--- config.mk ---
export PLATFORM = sky130hd
export DESIGN_NAME = l2_cache_ctrl
export DESIGN_NICKNAME = d
export VERILOG_FILES = /design/src/rtl/l2_cache_ctrl.sv
export SDC_FILE = /design/constraint.sdc
export NUM_CORES = 2
export LEC_CHECK = 0
export ABC_AREA = 1
export ABC_CLOCK_PERIOD_IN_PS = 36900
export CORE_MARGIN = 3
export CORE_UTILIZATION = 25
export CTS_CLUSTER_DIAMETER = 100
export DETAILED_ROUTE_END_ITERATION = 10
export GPL_ROUTABILITY_DRIVEN = 1
export SLEW_MARGIN = 20
export SYNTH_ARGS = -nofsm -noshare
export SYNTH_HDL_FRONTEND = slang
export SYNTH_SLANG_ARGS = --single-unit
export TNS_END_PERCENT = 50
--- constraint.sdc ---
create_clock -name i_clk -period 36.9 [get_ports i_clk]
set_input_delay 11.07 -clock i_clk [delete_from_list [all_inputs] [get_ports i_clk]]
set_output_delay 11.07 -clock i_clk [all_outputs]
set_load 0.1 [all_outputs]
--- src/rtl/l2_cache_ctrl.sv ---
// Direct-mapped, write-back, write-allocate L2 cache controller with 256-bit lines.
// Sequences 1-cycle-latency tag/valid/dirty/data arrays through lookup, writeback, fill and re-lookup.
module l2_cache_ctrl #(
    parameter int S_INDEX  = 3,
    parameter int S_OFFSET = 5,
    parameter int S_TAG    = 32 - S_OFFSET - S_INDEX
) (
    input  logic         i_clk,
    input  logic         i_rst,
    input  logic         i_mem_read,
    input  logic         i_mem_write,
    input  logic [31:0]  i_mem_address,
    input  logic [255:0] i_mem_wdata,
    input  logic [31:0]  i_mem_byte_enable,
    output logic [255:0] o_mem_rdata,
    output logic         o_mem_resp,
    output logic         o_pmem_read,
    output logic         o_pmem_write,
    output logic [31:0]  o_pmem_address,
    output logic [255:0] o_pmem_wdata,
    input  logic [255:0] i_pmem_rdata,
    input  logic         i_pmem_resp
);
    localparam int LINES = 1 << S_INDEX;

    typedef enum logic [2:0] {
        ST_IDLE,
        ST_LOOKUP,
        ST_WRITEBACK,
        ST_FILL,
        ST_REREAD
    } state_t;

    state_t r_state;
    state_t w_next;

    logic [S_TAG-1:0]   r_tag;
    logic [S_INDEX-1:0] r_index;
    logic [255:0]       r_wdata;
    logic [31:0]        r_be;
    logic               r_is_write;

    logic [255:0]       r_data_arr [LINES];
    logic [S_TAG-1:0]   r_tag_arr  [LINES];
    logic [LINES-1:0]   r_valid;
    logic [LINES-1:0]   r_dirty;

    logic [255:0]       r_rd_data;
    logic [S_TAG-1:0]   r_rd_tag;
    logic               r_rd_valid;
    logic               r_rd_dirty;

    logic               w_req;
    logic [S_INDEX-1:0] w_req_index;
    logic [S_TAG-1:0]   w_req_tag;
    logic               w_rd_en;
    logic [S_INDEX-1:0] w_rd_index;
    logic               w_hit;
    logic               w_wr_hit;
    logic               w_fill_done;
    logic [255:0]       w_merged;
    logic               w_unused_offset;

    assign w_req           = i_mem_read | i_mem_write;
    assign w_req_index     = i_mem_address[S_OFFSET +: S_INDEX];
    assign w_req_tag       = i_mem_address[31 -: S_TAG];
    assign w_unused_offset = ^i_mem_address[S_OFFSET-1:0];

    assign w_rd_en     = ((r_state == ST_IDLE) && w_req) || (r_state == ST_REREAD);
    assign w_rd_index  = (r_state == ST_IDLE) ? w_req_index : r_index;
    assign w_hit       = r_rd_valid && (r_rd_tag == r_tag);
    assign w_wr_hit    = (r_state == ST_LOOKUP) && w_hit && r_is_write;
    assign w_fill_done = (r_state == ST_FILL) && i_pmem_resp;

    always_ff @(posedge i_clk or posedge i_rst) begin
        if (i_rst) r_state <= ST_IDLE;
        else       r_state <= w_next;
    end

    always_comb begin
        w_next = r_state;
        case (r_state)
            ST_IDLE:      if (w_req) w_next = ST_LOOKUP;
            ST_LOOKUP: begin
                if (w_hit)                         w_next = ST_IDLE;
                else if (r_rd_valid && r_rd_dirty) w_next = ST_WRITEBACK;
                else                               w_next = ST_FILL;
            end
            ST_WRITEBACK: if (i_pmem_resp) w_next = ST_FILL;
            ST_FILL:      if (i_pmem_resp) w_next = ST_REREAD;
            ST_REREAD:    w_next = ST_LOOKUP;
            default:      w_next = ST_IDLE;
        endcase
    end

    // Moore outputs: driven only by state, latched request and registered array outputs.
    always_comb begin
        o_mem_resp     = 1'b0;
        o_mem_rdata    = '0;
        o_pmem_read    = 1'b0;
        o_pmem_write   = 1'b0;
        o_pmem_address = '0;
        o_pmem_wdata   = '0;
        case (r_state)
            ST_LOOKUP: begin
                o_mem_resp = w_hit;
                if (w_hit) o_mem_rdata = r_rd_data;
            end
            ST_WRITEBACK: begin
                o_pmem_write   = 1'b1;
                o_pmem_address = {r_rd_tag, r_index, {S_OFFSET{1'b0}}};
                o_pmem_wdata   = r_rd_data;
            end
            ST_FILL: begin
                o_pmem_read    = 1'b1;
                o_pmem_address = {r_tag, r_index, {S_OFFSET{1'b0}}};
            end
            default: ;
        endcase
    end

    always_ff @(posedge i_clk or posedge i_rst) begin
        if (i_rst) begin
            r_tag      <= '0;
            r_index    <= '0;
            r_wdata    <= '0;
            r_be       <= '0;
            r_is_write <= 1'b0;
        end else if (r_state == ST_IDLE && w_req) begin
            r_tag      <= w_req_tag;
            r_index    <= w_req_index;
            r_wdata    <= i_mem_wdata;
            r_be       <= i_mem_byte_enable;
            r_is_write <= i_mem_write;
        end
    end

    always_comb begin
        w_merged = r_rd_data;
        for (int i = 0; i < 32; i++) begin
            if (r_be[i]) w_merged[8*i +: 8] = r_wdata[8*i +: 8];
        end
    end

    always_ff @(posedge i_clk or posedge i_rst) begin
        if (i_rst) begin
            r_valid    <= '0;
            r_dirty    <= '0;
            r_rd_valid <= 1'b0;
            r_rd_dirty <= 1'b0;
        end else begin
            if (w_fill_done) begin
                r_valid[r_index] <= 1'b1;
                r_dirty[r_index] <= 1'b0;
            end else if (w_wr_hit) begin
                r_dirty[r_index] <= 1'b1;
            end
            if (w_rd_en) begin
                r_rd_valid <= r_valid[w_rd_index];
                r_rd_dirty <= r_dirty[w_rd_index];
            end
        end
    end

    // Tag and data contents are deliberately not reset; valid bits gate their use.
    always_ff @(posedge i_clk) begin
        if (w_fill_done) begin
            r_data_arr[r_index] <= i_pmem_rdata;
            r_tag_arr[r_index]  <= r_tag;
        end else if (w_wr_hit) begin
            r_data_arr[r_index] <= w_merged;
        end
        if (w_rd_en) begin
            r_rd_data <= r_data_arr[w_rd_index];
            r_rd_tag  <= r_tag_arr[w_rd_index];
        end
    end

endmodule
; ---- Word-level counts from Yosys, hierarchy flattened
; Memory sizes are Yosys's and may differ from the RTL's. A register that Yosys moved wholly into a read port is not among the register bits.
; Cells that the tools add are included.
[totals]
reg_bits = 337
ramBits = 2240
out_inout_bits = 547
word_cells = 100
memories = 2
[memory_table]
columns = name, words, word_bits, rd, rd_ports_with_merged_regs, wr, line
row1 = r_data_arr, 8, 256, 1, 1, 1, 43  ; logic [255:0] r_data_arr [LINES];
row2 = r_tag_arr, 8, 24, 1, 1, 1, 44  ; logic [S_TAG-1:0] r_tag_arr [LINES];
[classes]
order_cmp = 3
n_eq_ne = 8
muxes = 60
bitwise_logic = 6
reduce_logical = 11
[ops]
columns = op, n
row1 = $mux 256, 4
row2 = $mux 8, 34
row3 = $pmux 32 s2, 1
row4 = $eq 24x24->1, 1
row5 = $or 8x8->8, 2
row6 = $pmux 3 s5, 1
row7 = $mux 1, 12
row8 = $mux 3, 4
row9 = $and 8x8->8, 1
row10 = $lt 3x4->1 const B, 2
row11 = $not 8->8, 1
row12 = $logic_and 1x1->1, 7
row13 = $bmux 1 s3, 2
row14 = $eq 3x2->1 const B, 2
row15 = $ne 2x2->1 const B, 3
row16 = $demux 1 s3, 1
row17 = $eq 3x1->1 const B, 1
row18 = $eq 3x3->1 const B, 1
row19 = $ge 3x1->1 const B, 1
row20 = $logic_not 3->1, 1
row21 = $reduce_and 3->1, 1
row22 = $mux 2, 1
row23 = $or 1x1->1, 2
row24 = $reduce_bool 2->1, 1
row25 = $logic_or 1x1->1, 1

; ---- Logic depth before layout (Yosys ltp)
[logic_depth]
word_depth = 8
ltp_mapped = 13

; ---- Worst setup path before layout
; Ideal clock, no wire load.
[synth_path]
path_kind = in2reg
from = input port i_mem_write
to = register r_rd_dirty
arrival_ps = 25626
required_time_ps = 36743
setup_slack_ps = 11117
cell_stages = 5
n_path_buf = 0
cell_sequence = nor2_1 > a21oi_1 > inv_1 > nand2_1 > nand2_1
[synth_via]
elab_chain_cells = 3
[synth_rtl]
columns = item, line
row1 = from (decl), 11  ; input logic i_mem_write,
row2 = $or 1x1->1, 64  ; assign w_req = i_mem_read | i_mem_write;
row3 = $logic_and 1x1->1, 69  ; assign w_rd_en = ((r_state == ST_IDLE) && w_req) || (r_state == ST_REREAD);
row4 = $logic_or 1x1->1, 69
row5 = net w_rd_en, 56  ; logic w_rd_en;
row6 = to (signal assigned), 160  ; r_rd_dirty <= r_dirty[w_rd_index];
row7 = to (decl), 51  ; logic r_rd_dirty;
; The timed path passes the listed nets, and every way through them passes these cells.
; A chain may end at the register's enable or synchronous reset.

; ---- Worst setup path after layout
[layout_path]
from = register r_tag[0]
to = output port o_mem_rdata[145]
[layout_via]
elab_chain_cells = 4
[layout_rtl]
columns = item, line
row1 = from (decl), 37  ; logic [S_TAG-1:0] r_tag;
row2 = from (signal assigned), 130  ; r_tag <= w_req_tag;
row3 = $eq 24x24->1, 71  ; assign w_hit = r_rd_valid && (r_rd_tag == r_tag);
row4 = $logic_and 1x1->1, 71
row5 = $mux 256, 107  ; if (w_hit) o_mem_rdata = r_rd_data;
row6 = $mux 256, 104  ; case (r_state)
row7 = to (decl), 15  ; output logic [255:0] o_mem_rdata,
; No other way between the ends.

==> metrics.md <==
| Metric | Value |
|---|---|
| Crit path max-delay family | buffers and inverters |
| Multi-input logic area | between 0.02 and 0.03 mm^2 |
| Die X | about 690 um |
| Min Tclk post-route | 16.99 ns |
| Dpl hpwl | 244 mm |
| Hold depth | 2 |
| Largest net degree at the start of global routing | roughly 180 |
| Worst VDD drop | 0.0738 mV |
| Worst Tran Pin Value | 1.15 ns |
| Vias per cell | 4.67 |
| Avg Inst Size Synth | around 11 um^2 |
| Layout cells sized above 1 | about 5.7% |
| Fin nets | roughly 12,000 |
| Final Hold Viols | 0 |
| # resized after CTS | 0 |
| CTS max path bufs | 4 |
| Clock sink count | approximately 2,900 |
| Setup CP Type | register to output pin |
| Cell Area, Synth | roughly 0.12 mm^2 |
| Gr usage total | between 10% and 20% |
| I/O Buffers | ~1,100 |
| First drt pass iteration count | 7 |
| CP Capture Type | output pin |
| Top routing layer used | met5 |
| Setup slack, reg-to-reg | around 30 ns |
| CP startpoint | r_tag[0]$_DFFE_PP0P_ |
| Crit path launch type | register |
| Total power | about 13 mW |
| Max Fclk | 0.0589 GHz |
| Met2 wire length | around 190 mm |
| Worst clock skew | 0.0604 ns |
| Register area share after synthesis | approximately 72% |
| Setup Buffers After CTS | 0 |
| CP max-delay cell | clkdlybuf4s50_1 |
| Sequential cell area | 0.0841 mm^2 |
| WL met3 | approximately 24 mm |
| Drt total wl | 391 mm |
| Synth Register Bits | roughly 2,900 |
| Num CTS Buffers | about 310 |
| Die area | approximately 0.48 mm^2 |
| Area growth syn-to-layout | 23.2% |
| Fin. max-slew vios | 0 |
| Hold endpoint | r_valid[0]$_DFFE_PP0P_ |
| Slew HR | a little under a quarter |
| Placeable Area | 0.468 mm^2 |
| Outcome | finished clean |
| R2R cell count | 14 |
| Critical Path AT | around 6 ns |
| Vias in the first global route | approximately 80,000 |
| Unrepaired setup endpoints after global routing | no |
| Post-synth top area share | 64.4% |
| Leakage | 52.0 nW |
| Routability cong. | ~0.84 |
| Post-route DRC | 0 |
| Cell Pwr Density | 88.4 mW/mm^2 |
| Final setup fails | 0 |
| Period utilisation layout | between 40% and 50% |
| Hold_sp | r_valid[0]$_DFFE_PP0P_ |
| Vias after detailed routing | roughly 83,000 |
| H-tree depth | 5 |
| Max-cap violations | 0 |
| CTS tree | yes |
| Utilization after layout | a little under a third |
| Cell Chain, Critical Path | inv_1, nand2_1, nand2_1, nor2_1, nand4_1, nor2_1, nand2_1, nor2_4, nand2_4, buf_12, buf_4, nor2_1, clkdlybuf4s50_1 |
| R2R Path Start | r_state[1]$_DFFE_PP0P_ |
| R2r endpoint | r_data_arr[6][208]$_DFFE_PP_ |
| Synthesis Warnings | 0 |
| CP max FO | 86 |
| DRT iter0 DRCs | ~8,000 |
| Cell Rows | 251 |
| Cells after Synth | approximately 11,000 |
| Hold Path Class | register to register |
| # IOs | 1,128 |
| Clk_lat worst skew | 0.92 ns |
| Netlist cell types | 35 |
| Initial Util | roughly 25% |
| Setup_tns | 0 ns |
| First-pass GRT wire length | 561 mm |
| Worst EP required | between 20 and 30 ns |
| Met1 Wirelength | about 160 mm |
| Critical path's largest stage delay | about 1.2 ns |
| Cts hold-fix bufs | 0 |
| DR WL/cell | between 20 and 25 um |
| Die height | around 700 um |
| Initial antenna violation count | 39 |
| Worst-path clk slew | roughly 0.06 ns |
| Routed Antenna Nets | 0 |
| CTS root buf | clkbuf_16 |
| Congestion Overflow GR | 0 |
| Top post-synthesis cells by area | edfxtp_1 (64%), nand2_1 (8.4%), dfrtp_1 (7.2%) |
| Buf+Inv Stages, Crit Path | 4 |
| Yosys top cell by area | edfxtp_1 |
| Fillers | around 47,000 |
worst max path at each step:
| stage | cells past startpoint | end | slack, ns |
|---|---|---|---|
| after CTS | 13 | o_mem_rdata[42] | 19.70 |
| after global routing | 13 | o_mem_rdata[145] | 19.53 |
| after global placement | 13 | r_rd_data[179]$_DFFE_PP_ | 19.93 |
| final | 13 | o_mem_rdata[145] | 19.91 |
| after detailed placement | 13 | r_rd_data[179]$_DFFE_PP_ | 19.92 |
| after floorplan | 5 | r_rd_dirty$_DFFE_PP0P_ | 11.12 |
where the power goes:
part	leakage (nW)	switching (mW)	internal, mW
registers	27.0	0.309	4.18
clock network	4.85	1.33	1.73
logic	20.2	3.98	1.26
per-layer routing:
metal  vias to the layer above  GRT usage [%]
met2                      2992           26.5
met3                       570           2.25
met5                         -              0
met4                         6           5.55
li1                      38500              -
met1                     41500           20.3
cell type report:
type,count,area share (%)
Sequential cell,2857,58.1
Multi-Input combinational cell,6621,20.1
Timing Repair Buffer,1272,8.60
Clock buffer,373,5.59
Tap cell,6198,5.36
Clock inverter,190,1.30
Inverter,344,0.929
Antenna cell,22,0.0380
through the flow:
step                      hold slack, ns  std cells  worst slack (ns)  cell area (um^2)
final                              0.461      17900             19.91            145000
after global routing               0.485      17900             19.53            145000
after CTS                          0.462      17900             19.70            145000
after detailed placement           0.447      17300             19.92            135000
after global placement             0.446      17300             19.93            135000
after floorplan                    0.427      10600             11.12            117000
state kept, by name (all words and copies together), names as in the netlist, named ones only:
register    cells
r_valid         8
r_rd_valid      1
r_wdata       256
r_index         3
r_rd_data     256
r_rd_dirty      1
r_tag_arr     192
r_tag          24
r_data_arr   2048
r_state         3
r_is_write      1
r_rd_tag       24
r_be           32
synth_stat cells:
library cell and count:
xnor2_1 2, inv_1 338, buf_6 1, o21ai_0 1262, nor2_1 1676, nand2_2 1, nor3_1 9, a21oi_1 9
o21ai_1 147, a22o_1 2, conb_1 1, nor2b_1 1, o21ai_4 1, clkbuf_1 469, nand3_1 18, dfrtp_1 337
nand2_4 1, nand4_1 268, nor2_4 1, clkbuf_2 5, buf_4 19, a21boi_0 1, nor3_4 1, clkinv_2 1
inv_2 5, nand3b_1 1, buf_2 230, buf_1 25, o211ai_1 8, a31oi_1 1, or2_2 4, edfxtp_1 2520
o22ai_1 581, nor2_2 4, nand2_1 2617
cell families (layout without fill, tap and decap cells):
kind of cell / after synthesis / count (layout) / share of synthesized area [%]
simple gates: 4602 / 4602 / 15.4
flops: 2857 / 2857 / 71.6
compound gates: 2012 / 2012 / 9.23
buf+inv: 1093 / 2179 / 3.81
xor+xnor: 2 / 2 / 0.0149
other cells: 1 / 27 / 0.00319
placed cells by master (no fill, tap or decap), types with 21 or more instances in the layout:
cell type,synthesis,final
buf_4,19,156
bufinv_16,0,21
clkbuf_1,469,57
clkbuf_16,0,314
clkdlybuf4s50_1,0,1102
clkinv_1,0,60
clkinv_2,1,60
dfrtp_1,337,335
diode_2,0,22
edfxtp_1,2520,2520
inv_1,338,334
nand2_1,2617,2615
nand4_1,268,268
nor2_1,1676,1662
o21ai_0,1262,1262
o21ai_1,147,146
o22ai_1,581,581
worst reg2reg max path, cell delays in order (launching register included):
cell     delay (ns)
dfrtp_1        0.45
inv_1          0.06
nor2_1         0.14
inv_2          0.08
nor2_2         0.22
inv_1          0.42
nor2_2         0.34
inv_1          0.37
nand2_1        0.17
inv_1          0.26
nor2_4         0.71
buf_4          0.56
buf_4          0.61
buf_4          0.72
buf_4          0.93
Note: power is estimated with default switching activity, not from simulation.
